<file path="config.mk">
export PLATFORM = sky130hd
export DESIGN_NAME = sdram_rw_sched
export DESIGN_NICKNAME = d
export VERILOG_FILES = /design/src/rtl/sdram_sched_pkg.sv /design/src/rtl/sdram_addr_gen.sv /design/src/rtl/sdram_rw_sched.sv
export SDC_FILE = /design/constraint.sdc
export NUM_CORES = 1
export LEC_CHECK = 0
export ABC_AREA = 1
export CAP_MARGIN = 20
export CORE_ASPECT_RATIO = 0.6
export CORE_UTILIZATION = 40
export CTS_CLUSTER_DIAMETER = 40
export DETAILED_ROUTE_END_ITERATION = 12
export DONT_BUFFER_PORTS = 1
export GPL_TIMING_DRIVEN = 0
export MAX_ROUTING_LAYER = met4
export PLACE_DENSITY = 0.62
export SLEW_MARGIN = 25
export SYNTH_ARGS = -nofsm -noshare
export SYNTH_HDL_FRONTEND = slang
export SYNTH_HIERARCHICAL = 1
export SYNTH_SLANG_ARGS = --single-unit
</file>
<file path="constraint.sdc">
create_clock -name clk -period 6.5 [get_ports clk]
set_input_delay 0.325 -clock clk [delete_from_list [all_inputs] [get_ports clk]]
set_output_delay 0.325 -clock clk [all_outputs]
set_load 0.02 [all_outputs]
</file>
<file path="src/rtl/sdram_sched_pkg.sv">
// Shared types and widths for the SDRAM read/write burst scheduler.
package sdram_sched_pkg;
    localparam int ADDR_W = 24;
    localparam int LEN_W  = 10;

    typedef enum logic [1:0] {
        ST_IDLE = 2'd0,
        ST_WR   = 2'd1,
        ST_RD   = 2'd2
    } sched_state_t;

    typedef enum logic {
        GNT_WR = 1'b0,
        GNT_RD = 1'b1
    } grant_t;

    // In ping-pong mode the bank bit replaces the top address bit.
    function automatic logic [ADDR_W-1:0] bank_addr(input logic pp, input logic bank,
                                                    input logic [ADDR_W-1:0] a);
        return pp ? {bank, a[ADDR_W-2:0]} : a;
    endfunction
endpackage

</file>
<file path="src/rtl/sdram_addr_gen.sv">
// Per-port burst address pointer: region wrap, ping-pong bank, reload.
// Latency: advance/load visible one cycle after the qualifying edge.
// Backpressure: none; advances only on the scheduler's qualified done.
module sdram_addr_gen
    import sdram_sched_pkg::*;
#(
    parameter logic BANK_RST    = 1'b0,
    parameter bit   FOLLOW_PEER = 1'b0
) (
    input  logic              clk,
    input  logic              rst_n,
    input  logic              pingpang_en,
    input  logic              load,
    input  logic              busy,
    input  logic              advance,
    input  logic [ADDR_W-1:0] min_addr,
    input  logic [ADDR_W-1:0] max_addr,
    input  logic [LEN_W-1:0]  len,
    input  logic              peer_bank,
    output logic              bank,
    output logic [ADDR_W-1:0] out_addr
);
    logic [ADDR_W-1:0] addr;
    logic [ADDR_W:0]   next_sum;
    logic              wrap;
    logic              skip_adv;

    assign next_sum = {1'b0, addr} + {{(ADDR_W + 1 - LEN_W){1'b0}}, len};
    assign wrap     = next_sum >= {1'b0, max_addr};

    // A reload during a burst makes that burst's done stale: the pointer must
    // stay at min instead of advancing past it.
    always_ff @(posedge clk or negedge rst_n) begin
        if (!rst_n) begin
            addr     <= '0;
            bank     <= BANK_RST;
            skip_adv <= 1'b0;
        end else if (load) begin
            addr     <= min_addr;
            bank     <= BANK_RST;
            skip_adv <= busy && !advance;
        end else if (advance) begin
            skip_adv <= 1'b0;
            if (!skip_adv) begin
                addr <= wrap ? min_addr : next_sum[ADDR_W-1:0];
                if (wrap && pingpang_en)
                    bank <= FOLLOW_PEER ? ~peer_bank : ~bank;
            end
        end
    end

    assign out_addr = bank_addr(pingpang_en, bank, addr);
endmodule

</file>
<file path="src/rtl/sdram_rw_sched.sv">
// Arbitrates write/read burst requests to the SDRAM controller core.
// Latency: request registered, high one cycle after the IDLE grant sample.
// Backpressure: request held until the core's done pulse; FIFO levels gate grants.
module sdram_rw_sched
    import sdram_sched_pkg::*;
(
    input  logic              clk,
    input  logic              rst_n,
    input  logic              sdram_init_done,
    input  logic [LEN_W-1:0]  wr_fifo_cnt,
    input  logic [LEN_W-1:0]  rd_fifo_cnt,
    input  logic [LEN_W-1:0]  wr_len,
    input  logic [LEN_W-1:0]  rd_len,
    input  logic [ADDR_W-1:0] wr_min_addr,
    input  logic [ADDR_W-1:0] wr_max_addr,
    input  logic [ADDR_W-1:0] rd_min_addr,
    input  logic [ADDR_W-1:0] rd_max_addr,
    input  logic              wr_load,
    input  logic              rd_load,
    input  logic              sdram_read_valid,
    input  logic              sdram_pingpang_en,
    output logic              sdram_wr_req,
    output logic              sdram_rd_req,
    output logic [ADDR_W-1:0] sdram_wr_addr,
    output logic [ADDR_W-1:0] sdram_rd_addr,
    output logic [LEN_W-1:0]  sdram_wr_burst,
    output logic [LEN_W-1:0]  sdram_rd_burst,
    input  logic              sdram_wr_done,
    input  logic              sdram_rd_done
);
    sched_state_t      state;
    grant_t            last_grant;
    logic              wr_elig, rd_elig;
    logic              wr_busy, rd_busy;
    logic              wr_bank, rd_bank;
    logic [ADDR_W-1:0] wr_gen_addr, rd_gen_addr;

    assign wr_elig = wr_fifo_cnt >= wr_len;
    assign rd_elig = sdram_read_valid && (rd_fifo_cnt < rd_len);
    assign wr_busy = state == ST_WR;
    assign rd_busy = state == ST_RD;

    sdram_addr_gen #(.BANK_RST(1'b0), .FOLLOW_PEER(1'b0)) u_wr_addr (
        .clk         (clk),
        .rst_n       (rst_n),
        .pingpang_en (sdram_pingpang_en),
        .load        (wr_load),
        .busy        (wr_busy),
        .advance     (wr_busy && sdram_wr_done),
        .min_addr    (wr_min_addr),
        .max_addr    (wr_max_addr),
        .len         (wr_len),
        .peer_bank   (rd_bank),
        .bank        (wr_bank),
        .out_addr    (wr_gen_addr)
    );

    // The read bank follows the writer so reads always hit the bank not being filled.
    sdram_addr_gen #(.BANK_RST(1'b1), .FOLLOW_PEER(1'b1)) u_rd_addr (
        .clk         (clk),
        .rst_n       (rst_n),
        .pingpang_en (sdram_pingpang_en),
        .load        (rd_load),
        .busy        (rd_busy),
        .advance     (rd_busy && sdram_rd_done),
        .min_addr    (rd_min_addr),
        .max_addr    (rd_max_addr),
        .len         (rd_len),
        .peer_bank   (wr_bank),
        .bank        (rd_bank),
        .out_addr    (rd_gen_addr)
    );

    always_ff @(posedge clk or negedge rst_n) begin
        if (!rst_n) begin
            state          <= ST_IDLE;
            last_grant     <= GNT_RD;
            sdram_wr_req   <= 1'b0;
            sdram_rd_req   <= 1'b0;
            sdram_wr_addr  <= '0;
            sdram_rd_addr  <= '0;
            sdram_wr_burst <= '0;
            sdram_rd_burst <= '0;
        end else begin
            case (state)
                ST_IDLE: begin
                    if (sdram_init_done) begin
                        if (wr_elig && (!rd_elig || last_grant == GNT_RD)) begin
                            state          <= ST_WR;
                            last_grant     <= GNT_WR;
                            sdram_wr_req   <= 1'b1;
                            sdram_wr_addr  <= wr_gen_addr;
                            sdram_wr_burst <= wr_len;
                        end else if (rd_elig) begin
                            state          <= ST_RD;
                            last_grant     <= GNT_RD;
                            sdram_rd_req   <= 1'b1;
                            sdram_rd_addr  <= rd_gen_addr;
                            sdram_rd_burst <= rd_len;
                        end
                    end
                end
                ST_WR: begin
                    if (sdram_wr_done) begin
                        state        <= ST_IDLE;
                        sdram_wr_req <= 1'b0;
                    end
                end
                ST_RD: begin
                    if (sdram_rd_done) begin
                        state        <= ST_IDLE;
                        sdram_rd_req <= 1'b0;
                    end
                end
                default: begin
                    state        <= ST_IDLE;
                    sdram_wr_req <= 1'b0;
                    sdram_rd_req <= 1'b0;
                end
            endcase
        end
    end
endmodule

</file>
==> metrics.txt, run 1 <==
status=complete, but fails checks; violated checks=DRC; Pins Over Slew Limit=0; initial core utilization=41.2%; Synth async-reset ratio=100%; pin count of the biggest net entering global routing=126; ys flop type=dfrtp_1; first-pass GRT wire length=48.7 mm; H-tree Lvls=4; Post-synth top cells=nand2_1, inv_1, nand3_1, dfrtp_1, ha_1; Fmax achieved=247 MHz; non-filler cells in the finished layout=1,783; IO Port Bufs=0; final critical-path required period=4050 ps; Worst-Margin Slew=942 ps; Die Wd=207 um; drt drc=12; final RePlAce weighted congestion=0.961; initial antenna violation count=0; Comb pwr share=40.5%; Pre-Repair DR Iteration Count=9; CTS sink cnt=125; FP Rows=44; min-delay worst type=in -> reg; fillers=2,522; Area Growth Syn to Fin=11.0%; most numerous cell in the Yosys netlist=nand2_1; Yosys top cell by area=dfrtp_1; Seq pwr share=36.7%; I/O pin count=215; PwrDens=415 nW/um^2; area of the multi-input gates=5520 sq um; initial DRC count=792; leakage power=6.21 nW; Syn Nets=1,658; register area=3130 sq um; worst path bufs/invs=2; Cells after DPL=1,746; post-cts resize count=0; Die ar.=25,800 sq um; Final Skew=11.4 ps; core area=24,400 sq um; Final Setup Violations=0; Yosys top cell area share=30.6%; nets@finish=1,682; fin crit share=62.4%; Mapped Cells=1,424; cell at the slowest stage of the critical path=dfrtp_1; Final Hold Fails=0; clk_lat worst skew=440 ps; final global-route overflow total=0; worst path required time=6820 ps; critical path arrival=4380 ps; Net Sw Frac=46.7%; critical path cell sequence=ha_1 > fa_1 > nand2_1 > nand2_1 > o21ai_0 > o21ai_0 > xor2_1 > inv_1 > ha_1 > nand2_1 > nor2_1 > nand2_1 > nor2_1 > nand2_1 > nand2_1 > nand2_1 > nand2_1 > a21oi_1 > clkbuf_1 > nand4_1 > nand3_1 > nand2_1; Distinct cells, synth=50; number of routed nets with antenna violations=0; post-route cell area=11,200 sq um; Antenna diodes=0; sequential area share after synthesis=31.2%; DP Area=10,400 sq um; RSZ-0062 raised after global routing=no; CTS tree=built; WS Path Type=reg -> reg; WL final=31.9 mm; crit-path leading delay family=simple AND/OR/NAND/NOR gates; CTS clk-pin slew, worst paths=70 ps; clock root buffer master=clkbuf_16; Mapped Avg Cell Area=7.05 sq um; most frequent cell on the critical path=nand2_1; maximum VDD drop=0.225 mV; layout cells sized above 1=12.6%; slew margin rel.=37.2%; max incr delay on CP=440 ps; Synth area leaders=dfrtp_1, nand2_1, ha_1; Int Pwr=2.47 mW; height of the die=125 um; Setup crit end kind=register; setup TNS=0 ps; Num CTS Buffers=17; #FFs+latches synth=125; synthesized area=10,000 sq um; Total Routing Usage GR=26.1%; drt via density=5.15; drt wl/cell=17.9 um; max-cap violations=0; vias in the first global route=8,437; startpoint types=register; CP max FO=10; number of synthesized flops with an enable pin=0; hpwl dp=25.8 mm; total number of vias=9,187; Clk pwr share=22.8%; Clock Path Buffers=2; Ys Warns=6; Sw Pwr=2.16 mW
==> registers in the layout, summed over array words and instances (netlist names) <==
| signal | count |
|---|---|
| sdram_rd_addr | 24 |
| sdram_wr_addr | 24 |
| u_rd_addr/addr | 24 |
| u_wr_addr/addr | 24 |
| sdram_rd_burst | 10 |
| sdram_wr_burst | 10 |
| state | 2 |
| last_grant | 1 |
| sdram_rd_req | 1 |
| sdram_wr_req | 1 |
| u_rd_addr/bank | 1 |
| u_rd_addr/skip_adv | 1 |
| u_wr_addr/bank | 1 |
| u_wr_addr/skip_adv | 1 |
==> metal layers <==
layer	GRT usage (%)	vias to the layer above	part of all wire, %
met1	41.7	4248	52
met5	-	-	0
li1	-	4519	-
met2	29.9	390	35
met3	7.56	30	11
met4	7.22	0	1.7
==> layout by cell type, fill, tap and decap left out, drive strengths merged, types with 2 or more instances in the layout <==
master | Yosys | routed
nand2 | 500 | 500
inv | 210 | 213
nand3 | 152 | 152
dfrtp | 123 | 123
ha | 87 | 87
nor2 | 83 | 83
buf | 72 | 73
a21oi | 43 | 43
o21ai | 37 | 37
nand4 | 34 | 34
clkbuf | 11 | 28
nand3b | 13 | 13
xnor2 | 13 | 13
xor2 | 11 | 11
nor3 | 10 | 10
clkinv | 1 | 7
or2 | 5 | 5
bufinv | 0 | 4
dlygate4sd3 | 0 | 4
o21a | 2 | 2
clkinvlp | 0 | 2
dfstp | 2 | 2
a21o | 2 | 2
o21bai | 2 | 2
fa | 2 | 2
==> power groups by stage <==
| stage | Sequential (mW) | Clock [mW] | Combinational, mW |
|---|---|---|---|
| after floorplan | 1.57 | 0 | 1.42 |
| final | 1.70 | 1.05 | 1.88 |
| after global placement | 1.70 | 0 | 1.78 |
| after detailed placement | 1.71 | 0 | 1.82 |
| after global routing | 1.75 | 1.11 | 2.14 |
| after CTS | 1.70 | 1.08 | 1.85 |
==> metrics by stage <==
| stage | hold slack [ps] | power (mW) | util, % | worst slack (ps) |
|---|---|---|---|---|
| 6_report | 43.1 | 4.63 | 45.7 | 2450 |
| 5_1_grt | 38.4 | 4.99 | 45.7 | 2160 |
| 3_3_place_gp | 31.9 | 3.49 | 42.8 | 2620 |
| 2_1_floorplan | 29.4 | 2.99 | - | 3350 |
| 3_5_place_dp | 31.9 | 3.53 | 42.8 | 2580 |
| 4_1_cts | 19.6 | 4.64 | 45.7 | 2550 |
==> layout make-up <==
| cell class | count | share of cell area (%) |
|---|---|---|
| inverter | 211 | 7.10 |
| sequential | 125 | 28.1 |
| buffer | 83 | 5.41 |
| timing repair buffer | 5 | 0.606 |
| clock buffer | 17 | 3.81 |
| tap | 322 | 3.61 |
| clock inverter | 15 | 1.92 |
| multi-input combinational | 1005 | 49.5 |
==> kinds of logic after synthesis <==
group           after synthesis  share of synthesized area, %
compound gates               90                          5.33
mux                           1                        0.0996
buf+inv                     294                          13.9
flops                       125                          31.2
simple gates                801                          36.2
xor+xnor                     24                          2.09
fa+ha+maj                    89                          11.2
==> timing repair <==
| item | 4_1_cts | 5_1_grt |
|---|---|---|
| hold buffers | 5 | 0 |
| setup buffers | 0 | 0 |
| endpoints found under the hold margin | 128 | 0 |
==> worst paths after layout <==
check	start	end	cells after the start	slack (ps)
setup / recovery	u_rd_addr/addr[0]$_DFFE_PN0P_	u_rd_addr/addr[6]$_DFFE_PN0P_	22	2450
hold / removal	rd_len[6]	sdram_rd_burst[6]$_DFFE_PN0P_	2	40
setup reg to reg	u_rd_addr/addr[0]$_DFFE_PN0P_	u_rd_addr/addr[6]$_DFFE_PN0P_	22	2450
hold reg to reg	u_rd_addr/bank$_DFFE_PN1P_	u_rd_addr/bank$_DFFE_PN1P_	2	470
max in group asynchronous	rst_n	u_wr_addr/addr[4]$_DFFE_PN0P_	2	5410
min in group asynchronous	rst_n	u_rd_addr/addr[2]$_DFFE_PN0P_	2	510
(Power assumes the default switching activity.)
==> run 2: changes to the inputs <==
==> constraint.sdc (replaced) <==
create_clock -name clk -period 4.2 [get_ports clk]
set_input_delay 0.21 -clock clk [delete_from_list [all_inputs] [get_ports clk]]
set_output_delay 0.21 -clock clk [all_outputs]
set_load 0.02 [all_outputs]
==> metrics.txt, run 2 (synthesized netlist as in run 1, its figures left out) <==
status=complete, but fails checks; violated checks=DRC; Pins Over Slew Limit=0; initial core utilization=41.2%; GR Util met1=42.3%; commonest non-fill, non-tap cell in the layout=nand2_1; met3 Use GR=7.40%; I/O pin count=215; Antenna diodes=0; clk_lat worst skew=440 ps; Final Skew=11.1 ps; worst path required time=4570 ps; first-pass GRT wire length=49.8 mm; final global-route overflow total=0; WL final=32.7 mm; Total Routing Usage GR=26.6%; Die Wd=207 um; FP Rows=44; final RePlAce weighted congestion=0.961; most frequent cells in the layout=nand2_1, inv_1, nand3_1; vias in the first global route=8,705; WS Path Type=reg -> reg; CTS clk-pin slew, worst paths=70 ps; Clock Path Buffers=2; drt drc=12; Area Growth Syn to Fin=17.2%; Num CTS Buffers=17; H-tree Lvls=4; RSZ-0062 raised after global routing=no; Final Hold Fails=0; nets@finish=1,743; number of setup buffers added after CTS=0; CP max FO=10; Worst-Margin Slew=970 ps; drt via density=5.16; setup TNS=0 ps; PwrDens=614 nW/um^2; total number of vias=9,509; clock root buffer master=clkbuf_16; initial DRC count=833; CTS tree=built; GR Layer Usage met2=31.1%; Placement Setup Slack=285 ps; initial antenna violation count=0; layout cells sized above 1=12.2%; Setup crit end kind=register; Die ar.=25,800 sq um; height of the die=125 um; final critical-path required period=3920 ps; setup slack after layout=282 ps; IO Port Bufs=0; hpwl dp=25.8 mm; fin crit share=93.3%; drt wl/cell=17.7 um; startpoint types=register; pin count of the biggest net entering global routing=126; min-delay worst type=in -> reg; maximum VDD drop=0.352 mV; critical path arrival=4290 ps; leakage power=6.47 nW; core area=24,400 sq um; CTS sink cnt=125; Pre-Repair DR Iteration Count=9; Final Setup Violations=0; number of routed nets with antenna violations=0; global route hottest layer=met1; max-cap violations=0; slew margin rel.=35.3%; Fmax achieved=255 MHz
run 2: changes by cell type in the layout (fill, tap and decap cells not counted), sizes merged:
cell / previous run / this run
dlygate4sd3: 4 / 65
run 2: critical path: stages, from the launching register on:
cell     delay, ps
dfrtp_1        410
ha_1           360
nand3_1         90
nand2_1        140
nand2_1         70
nand2_1        230
nand2_1        120
nand2_1        200
nand2_1        100
xnor2_1        290
ha_1           300
nand2_1        180
o21ai_0        140
a21oi_1        190
nand2_1         80
nand2_1        180
nand4_4        250
nor2_4         200
buf_8          180
nand2_2         70
nand3_2         70
run 2: area by class of cell:
class	count	area [sq um]
tap	322	403
multi-input combinational	1005	5520
inverter	211	792
clock buffer	17	425
buffer	83	606
timing repair buffer	66	678
fill	2468	12600
sequential	125	3130
clock inverter	15	214
run 2: repair_timing:
item | in CTS | in global routing
hold buffers | 66 | 0
endpoints found under the setup margin | 0 | 23
resized for setup | 0 | 5
hold endpoints to repair | 191 | 0
run 2: routing by layer:
layer	vias to the layer above	part of all wire, %
met1	4382	51
met4	0	1.7
met2	448	36
met3	37	12
met5	-	0
li1	4642	-
run 2: final timing paths:
path                                          startpoint                        endpoint  slack, ps  depth (start not counted)
max                        u_rd_addr/addr[2]$_DFFE_PN0P_  u_rd_addr/addr[14]$_DFFE_PN0P_        280                         20
min                                        sdram_rd_done            state[1]$_DFFE_PN0P_         30                          3
max reg2reg                u_rd_addr/addr[2]$_DFFE_PN0P_  u_rd_addr/addr[14]$_DFFE_PN0P_        280                         20
min reg2reg                   u_rd_addr/bank$_DFFE_PN1P_      u_rd_addr/bank$_DFFE_PN1P_        480                          2
max in group asynchronous                          rst_n   u_wr_addr/addr[4]$_DFFE_PN0P_       3230                          2
min in group asynchronous                          rst_n   u_rd_addr/addr[3]$_DFFE_PN0P_        400                          2
run 2: report_power, final:
group / total, mW / switching (mW) / internal [mW]
combinational: 2.96 / 1.80 / 1.16
clock: 1.63 / 0.630 / 1.00
sequential: 2.63 / 0.940 / 1.69
total: 7.23 / 3.37 / 3.86
run 2: metrics by stage:
step / util, % / hold slack, ps / total power, mW / std cells / instance area, sq um
3_3_place_gp: 42.8 / -83.1 / 5.40 / 1746 / 10400
4_1_cts: 48.2 / 0.763 / 7.23 / 1844 / 11800
2_1_floorplan: - / -85.6 / 4.62 / 1424 / 10000
5_1_grt: 48.3 / 29.2 / 7.78 / 1844 / 11800
6_report: 48.3 / 25.7 / 7.23 / 1844 / 11800
3_5_place_dp: 42.8 / -83.1 / 5.47 / 1746 / 10400
